==> src/rtl/bus_xfer_arbiter.sv <==
// Round-robin arbiter that sequences register-to-register moves on a shared
// tristate data bus: one DRIVE cycle to let the source settle, then one
// COMMIT cycle in which the destination latches and the requester gets done.
module bus_xfer_arbiter #(
    parameter int unsigned NUM_REQ   = 4,
    parameter int unsigned REQ_IDX_W = 2,
    parameter int unsigned NUM_REG   = 6,
    parameter int unsigned REG_IDX_W = 3
) (
    input  logic                         clk,
    input  logic                         rst,
    input  logic [NUM_REQ-1:0]           req_valid,
    input  logic [NUM_REQ*REG_IDX_W-1:0] req_src,
    input  logic [NUM_REQ*REG_IDX_W-1:0] req_dst,
    output logic [NUM_REQ-1:0]           req_done,
    output logic                         req_err,
    output logic [NUM_REG-1:0]           reg_read_en,
    output logic [NUM_REG-1:0]           reg_write_en,
    output logic                         busy,
    output logic [REQ_IDX_W-1:0]         grant_id
);

    typedef enum logic [1:0] {StIdle, StDrive, StCommit} state_e;

    state_e                 state_q, state_d;
    logic [REQ_IDX_W-1:0]   ptr_q, ptr_d;
    logic [REQ_IDX_W-1:0]   grant_q, grant_d;
    logic [REG_IDX_W-1:0]   src_q, src_d;
    logic [REG_IDX_W-1:0]   dst_q, dst_d;
    logic                   err_q, err_d;

    logic [NUM_REQ-1:0]     eligible;
    logic                   found;
    logic [REQ_IDX_W-1:0]   win;
    logic [REG_IDX_W-1:0]   win_src, win_dst;
    logic                   win_err;

    // Mask the current grantee in COMMIT so a stale valid cannot win again.
    always_comb begin
        eligible = req_valid;
        if (state_q == StCommit) begin
            eligible[grant_q] = 1'b0;
        end
    end

    // Round-robin search starting at the pointer, wrapping modulo NUM_REQ.
    always_comb begin
        logic [REQ_IDX_W:0]   sum;
        logic [REQ_IDX_W-1:0] cand;
        found = 1'b0;
        win   = '0;
        sum   = '0;
        cand  = '0;
        for (int unsigned k = 0; k < NUM_REQ; k++) begin
            sum = {1'b0, ptr_q} + (REQ_IDX_W + 1)'(k);
            if (sum >= (REQ_IDX_W + 1)'(NUM_REQ)) begin
                sum = sum - (REQ_IDX_W + 1)'(NUM_REQ);
            end
            cand = sum[REQ_IDX_W-1:0];
            if (!found && eligible[cand]) begin
                found = 1'b1;
                win   = cand;
            end
        end
    end

    // Select the winner's operands and flag out-of-range indices.
    always_comb begin
        win_src = '0;
        win_dst = '0;
        for (int unsigned i = 0; i < NUM_REQ; i++) begin
            if (win == REQ_IDX_W'(i)) begin
                win_src = req_src[i*REG_IDX_W +: REG_IDX_W];
                win_dst = req_dst[i*REG_IDX_W +: REG_IDX_W];
            end
        end
        win_err = (32'(win_src) >= NUM_REG) || (32'(win_dst) >= NUM_REG);
    end

    // State and latched transfer registers.
    always_ff @(posedge clk) begin
        if (rst) begin
            state_q <= StIdle;
            ptr_q   <= '0;
            grant_q <= '0;
            src_q   <= '0;
            dst_q   <= '0;
            err_q   <= 1'b0;
        end else begin
            state_q <= state_d;
            ptr_q   <= ptr_d;
            grant_q <= grant_d;
            src_q   <= src_d;
            dst_q   <= dst_d;
            err_q   <= err_d;
        end
    end

    // Next-state: grant in IDLE or COMMIT, DRIVE always advances to COMMIT.
    always_comb begin
        state_d = state_q;
        ptr_d   = ptr_q;
        grant_d = grant_q;
        src_d   = src_q;
        dst_d   = dst_q;
        err_d   = err_q;
        unique case (state_q)
            StIdle, StCommit: begin
                if (found) begin
                    state_d = StDrive;
                    grant_d = win;
                    src_d   = win_src;
                    dst_d   = win_dst;
                    err_d   = win_err;
                    ptr_d   = (win == REQ_IDX_W'(NUM_REQ - 1)) ? '0 : win + REQ_IDX_W'(1);
                end else begin
                    state_d = StIdle;
                end
            end
            StDrive: state_d = StCommit;
            default: state_d = StIdle;
        endcase
    end

    // Outputs decode only from registered state; an erroring transfer drives nothing.
    always_comb begin
        reg_read_en  = '0;
        reg_write_en = '0;
        req_done     = '0;
        req_err      = 1'b0;
        busy         = 1'b0;
        case (state_q)
            StDrive: begin
                busy = 1'b1;
                if (!err_q) begin
                    for (int unsigned i = 0; i < NUM_REG; i++) begin
                        reg_read_en[i] = (src_q == REG_IDX_W'(i));
                    end
                end
            end
            StCommit: begin
                busy              = 1'b1;
                req_done[grant_q] = 1'b1;
                req_err           = err_q;
                if (!err_q) begin
                    for (int unsigned i = 0; i < NUM_REG; i++) begin
                        reg_read_en[i]  = (src_q == REG_IDX_W'(i));
                        reg_write_en[i] = (dst_q == REG_IDX_W'(i));
                    end
                end
            end
            default: ;
        endcase
    end

    assign grant_id = grant_q;

endmodule

==> config.mk <==
export PLATFORM = sky130hd
export DESIGN_NAME = bus_xfer_arbiter
export DESIGN_NICKNAME = d
export VERILOG_FILES = /design/src/rtl/bus_xfer_arbiter.sv
export SDC_FILE = /design/constraint.sdc
export NUM_CORES = 1
export LEC_CHECK = 0
export BUFFER_PORTS_ARGS = -buffer_cell sky130_fd_sc_hd__buf_4
export CELL_PAD_IN_SITES_DETAIL_PLACEMENT = 0
export CELL_PAD_IN_SITES_GLOBAL_PLACEMENT = 1
export CORE_ASPECT_RATIO = 1.1
export CORE_MARGIN = 2
export CORE_UTILIZATION = 37
export CTS_BUF_LIST = sky130_fd_sc_hd__clkbuf_4 sky130_fd_sc_hd__clkbuf_8
export DETAILED_ROUTE_END_ITERATION = 10
export PLACE_DENSITY = 0.87
export SLEW_MARGIN = 40
export SYNTH_ARGS = -nofsm -noshare
export SYNTH_HDL_FRONTEND = slang
export SYNTH_SLANG_ARGS = --single-unit
==> constraint.sdc <==
create_clock -name clk -period 4.95 [get_ports clk]
set_input_delay 1.485 -clock clk [delete_from_list [all_inputs] [get_ports clk]]
set_output_delay 1.485 -clock clk [all_outputs]
set_load 0.005 [all_outputs]
==> results of run 1 <==
## cell usage after synthesis (all sizes together)
master   instances
nor2            18
dfxtp           13
inv              9
ha               8
nand2            8
a211oi           6
a21oi            6
nor2b            6
nor3             5
nor3b            5
mux2i            4
o22ai            4
a22oi            3
and3             3
buf              3
nand3b           3
o21ai            3
or3b             3
a221o            2
a221oi           2
and3b            2
clkbuf           2
nand2b           2
or2b             2
a2bb2oi          1
a311oi           1
a31oi            1
a32oi            1
and2             1
and2b            1
mux2             1
o2111ai          1
o211ai           1
o31a             1
o32ai            1
o41ai            1
or2              1
## flip-flops by register name, indices dropped and copies added (netlist names)
name	flops
ptr_q	2
err_q	1
state_q	2
src_q	3
dst_q	3
grant_id	2
## path summary, 6_finish.rpt
path,cells past startpoint,slack (ns),end
setup reg to reg,12,1.71,err_q
hold reg to reg,2,0.55,src_q[2]
setup / recovery,11,1.50,err_q
hold / removal,2,0.55,src_q[2]
## stage by stage
step	cell area (um^2)	total power, uW	cells	worst slack (ns)	utilization
after floorplan	1130	379	135	1.58	-
after global placement	1520	459	213	1.32	0.506
after detailed placement	1520	467	213	1.23	0.506
after CTS	1550	541	217	1.51	0.516
after global routing	1550	584	217	1.33	0.516
final	1550	536	217	1.50	0.516
## report_power, final
group          total (uW)  leakage, uW  switching [uW]  internal (uW)
clock                72.3    0.0000184            35.6           36.7
sequential            175     0.000108            40.8            134
combinational         289     0.000598             144            145
total                 536     0.000724             220            316
## per-layer routing
layer  up-vias  wire [um]  part of all wire
met5         -          0                 0
met3         2        155             0.054
met2        39       1400              0.49
met1       522       1270              0.45
met4         0         27            0.0095
li1        594          -                 -
## critical path: stages
cell	delay, ns
buf_4	0.13
and3b_1	0.18
a32oi_2	0.16
o211ai_2	0.17
inv_1	0.12
ha_1	0.31
nor2b_1	0.15
a221o_1	0.31
a22oi_1	0.24
a2bb2oi_1	0.25
a211oi_2	0.09
## final cells by class
cell class,count,area (um^2)
Tap cell,34,42.5
Fill cell,295,1450
Timing Repair Buffer,49,368
Sequential cell,13,260
Inverter,9,33.8
Multi-Input combinational cell,108,811
Clock buffer,4,30.0
## kinds of logic (layout without fill, tap and decap cells)
group                      count (synthesis)  after routing  share of synthesized area
adders and majority gates                  8              8                     0.0882
AOI/OAI and AO/OA                         35             35                      0.276
buffers and inverters                     14             62                     0.0562
DFF                                       13             13                      0.229
muxes                                      5              5                     0.0485
and+or+nand+nor                           60             60                      0.302
==> out/metrics.yaml, run 1 <==
logic_synthesis:
  avgSynthCellArea_um2: 8.41
  ys_ff_latch: 13
  synth_largest_area_cell: "dfxtp_1"
  synth.cell_area_um2: 1130
  synth_top_area_share: 0.229
  syn-num-nets: 173
  yosysSeqAreaShare: 0.229
  synthTopCellsByArea: "dfxtp_1 23%, ha_1 8.8%, nor2_1 5.3%, mux2i_1 3.5%, o22ai_4 3.5%"
  yosysWarnings: 0
  netlist_instances: 135
  synth_cell_types: 45
placed_design:
  gp_congestion: 0.753
  portBuffers: 49
  post-dp-hpwl_um: 2290
detailed_routing:
  routedWlPerCell_um: 13.1
  viasPerCell: 5.33
  first_pass_iters: 4
  ant_nets: 0
  via_count: 1157
  drcViolationCount: 0
  drt_iter0_drc: 28
  wl_um: 2850
power_and_ir_drop:
  p_per_area_nw_per_um2: 347
  peakVddDrop_mv: 0.165
  power.leakage_uw: 0.000724
worst_hold_path:
  hp-class: "reg -> reg"
  hp-start: "src_q[2]"
global_routing:
  grt_start_max_net_pins: 18
  grt_pass1_wl_um: 4590
  grt_pass1_vias: 1055
  grt_busiest_layer: "met2"
  gr-usage-met3: 0.0145
  antenna_found_initial: 0
  grt_usage: 0.168
  grt_remaining_overflow: 0
  met2_usage: 0.317
  grtUsageMet1: 0.200
floorplanning:
  die_y_um: 62.1
  initial_core_util: 0.379
  die_x_um: 56.8
  dieArea_um2: 3530
  num_rows: 21
  io_pins: 50
  core_um2: 3000
sta:
  hold_ws_ns: 0.548
  slew-limit-headroom: 0.611
  clock_skew_ns: 0.00978
  min_period_ns: 3.45
  achievable-frequency_ghz: 0.290
  tightest_slew_ns: 0.584
  setup_viol: 0
  timing.final.crit_share: 0.696
  final_hold_viol_count: 0
  setup_tns_ns: 0
  rsz0062_at_grt: "no"
  slew_viol_final: 0
critical_path:
  critPathLaunchType: "primary input"
  critPathLaunch: "req_valid[2]"
  cp-end-kind: "flop"
  worstPathRequired_ns: 5.10
  path_class: "in -> reg"
  path_max_fanout: 8
  reg2reg_from: "state_q[0]"
  crit_arrival_ns: 3.59
cells_and_area:
  final_cell_mix: "49 x buf_4, 16 x nor2_1, 13 x dfxtp_1"
  nNetsFinal: 222
  num_antenna_cells: 0
  area_delta_synth_final_pct: 36.2
  layout-drive-gt1-share: 0.372
  final_common_cell: "buf_4"
clocking:
  clk-insertion-delay-late_ns: 0.28
  cts_resized: 0
  tritoncts: "done"
  htreeDepth: 1
  post-cts-setup-buffer-count: 0
  clock-sinks: 13
  hold_buffers: 0
  clock_path_buffers: 2
  cts_made_buffers: 3
  cts_root_buf: "clkbuf_4"
  cts.clk_slew.worst_paths_ns: 0.09
status:
  outcome: "finished clean"
run:
  maxCapViolCount: 0
(Power assumes the default switching activity.)
==> run 2: changes to the inputs <==
--- a/config.mk
+++ b/config.mk
@@ -10,10 +10,10 @@
 export CELL_PAD_IN_SITES_GLOBAL_PLACEMENT = 1
 export CORE_ASPECT_RATIO = 1.1
 export CORE_MARGIN = 2
-export CORE_UTILIZATION = 37
+export CORE_UTILIZATION = 34
 export CTS_BUF_LIST = sky130_fd_sc_hd__clkbuf_4 sky130_fd_sc_hd__clkbuf_8
 export DETAILED_ROUTE_END_ITERATION = 10
-export PLACE_DENSITY = 0.87
+export PLACE_DENSITY = 0.81
 export SLEW_MARGIN = 40
 export SYNTH_ARGS = -nofsm -noshare
 export SYNTH_HDL_FRONTEND = slang
==> constraint.sdc (replaced) <==
create_clock -name clk -period 3.6 [get_ports clk]
set_input_delay 1.08 -clock clk [delete_from_list [all_inputs] [get_ports clk]]
set_output_delay 1.08 -clock clk [all_outputs]
set_load 0.005 [all_outputs]
==> run 2 against run 1 <==
Combinational power rose by 37%. Power grew 37%. Highest routed layer unchanged. Worst hold slack got worse by 0.0020 ns. Clock skew shrank 0.0073 ns. Via count barely moved. First-iteration DRC count decreased by 11%.
==> out/metrics.yaml, run 2 (synthesis results as in run 1) <==
critical_path:
  slowest_delay_ns: 0.45
  path_max_fanout: 12
  path_class: "reg -> reg"
  critPathLaunchType: "flop"
  cp-end-kind: "flop"
  crit_arrival_ns: 3.42
  cp_num_buf_inv: 1
  path_cells: "inv_1 > ha_1 > or3b_4 > a31oi_1 > a21oi_1 > or2_2 > ha_1 > nor2b_1 > a22oi_1 > a21oi_1 > a2bb2oi_1 > a211oi_2"
  worstPathRequired_ns: 3.79
  critical_path.slowest_cell: "or3b_4"
  crit_family: "simple AND/OR/NAND/NOR gates"
floorplanning:
  core_um2: 3280
  io_pins: 50
  num_rows: 22
  dieArea_um2: 3820
  initial_core_util: 0.346
  die_x_um: 59.1
  die_y_um: 64.6
sta:
  min_period_ns: 3.23
  final_hold_viol_count: 0
  rsz0062_at_grt: "no"
  slew_viol_final: 0
  tightest_slew_ns: 0.589
  timing.final.crit_share: 0.896
  setup_tns_ns: 0
  slew-limit-headroom: 0.607
  clock_skew_ns: 0.00247
  achievable-frequency_ghz: 0.310
  setup_viol: 0
  hold_ws_ns: 0.546
clocking:
  cts.clk_slew.worst_paths_ns: 0.08
  hold_buffers: 0
  tritoncts: "done"
  cts_resized: 0
  clock-sinks: 13
  post-cts-setup-buffer-count: 0
  cts_made_buffers: 3
  clock_path_buffers: 2
  cts_root_buf: "clkbuf_4"
  clk-insertion-delay-late_ns: 0.26
  htreeDepth: 1
global_routing:
  grt_pass1_vias: 1014
  grt_usage: 0.145
  grt_remaining_overflow: 0
  grt_pass1_wl_um: 4420
  antenna_found_initial: 0
  grt_start_max_net_pins: 18
placed_design:
  gp_congestion: 0.785
  post-dp-hpwl_um: 2210
  portBuffers: 49
detailed_routing:
  drt_iter0_drc: 25
  wl_um: 2730
  first_pass_iters: 4
  drcViolationCount: 0
  ant_nets: 0
  viasPerCell: 5.28
  routedWlPerCell_um: 12.4
  via_count: 1156
cells_and_area:
  nNetsFinal: 222
  top_regs: "dst_q (3), src_q (3)"
  layout-drive-gt1-share: 0.372
  final_cell_mix: "49 x buf_4, 16 x nor2_1, 13 x dfxtp_1"
  num_antenna_cells: 0
  final_common_cell: "buf_4"
  area_delta_synth_final_pct: 36.4
power_and_ir_drop:
  power_switching_uw: 298
  clockPowerShare: 0.129
  switching_share: 0.406
  pwr-share-comb: 0.542
  peakVddDrop_mv: 0.188
  p_int_uw: 435
  power.total_uw: 732
  seqPwrFrac: 0.328
  p_per_area_nw_per_um2: 473
  power.leakage_uw: 0.000724
status:
  outcome: "finished clean"
run:
  maxCapViolCount: 0
worst_hold_path:
  hp-class: "reg -> reg"
==> run 2: cell counts in the layout (fill, tap and decap cells not counted) <==
No cell type changed its count.
==> run 2: area by class of cell <==
cell class | count | area, um^2
Timing Repair Buffer | 49 | 368
Multi-Input combinational cell | 108 | 811
Inverter | 9 | 33.8
Tap cell | 36 | 45.0
Fill cell | 333 | 1730
Sequential cell | 13 | 260
Clock buffer | 4 | 30.0
==> run 2: through the flow <==
stage,worst slack (ns),instances,area (um^2),util
after floorplan,0.636,135,1130,-
final,0.374,219,1550,0.472
after global routing,0.111,219,1550,0.472
after detailed placement,0.292,215,1520,0.463
after CTS,0.374,219,1550,0.472
after global placement,0.347,215,1520,0.463
==> run 2: power groups by stage <==
stage / logic, uW / clock network (uW) / registers (uW)
2_1_floorplan: 293 / 0 / 229
3_3_place_gp: 391 / 0 / 239
3_5_place_dp: 400 / 0 / 244
4_1_cts: 402 / 98.4 / 240
5_1_grt: 442 / 108 / 249
6_report: 397 / 94.8 / 240
==> run 2: metal layers <==
| layer | vias up | share of wire | track usage |
|---|---|---|---|
| met4 | 0 | 0.011 | 0.0511 |
| met1 | 522 | 0.45 | 0.190 |
| met3 | 2 | 0.049 | 0.0160 |
| met2 | 42 | 0.49 | 0.243 |
| li1 | 590 | - | - |
| met5 | - | 0 | 0 |
==> run 2: worst reg2reg max path: stages, from the launching register on <==
cell and delay, ns:
dfxtp_1 0.34, inv_1 0.08, ha_1 0.36, or3b_4 0.46, a31oi_1 0.19, a21oi_1 0.09, or2_2 0.31, ha_1 0.28
nor2b_1 0.33, a22oi_1 0.12, a21oi_1 0.26, a2bb2oi_1 0.12, a211oi_2 0.21
==> run 2: worst paths after layout <==
path,start,end,depth (start not counted),slack (ns)
worst min-delay path,src_q[2],src_q[2],2,0.55
worst max-delay path,state_q[0],err_q,12,0.37
worst min register to register,src_q[2],src_q[2],2,0.55
worst max register to register,state_q[0],err_q,12,0.37
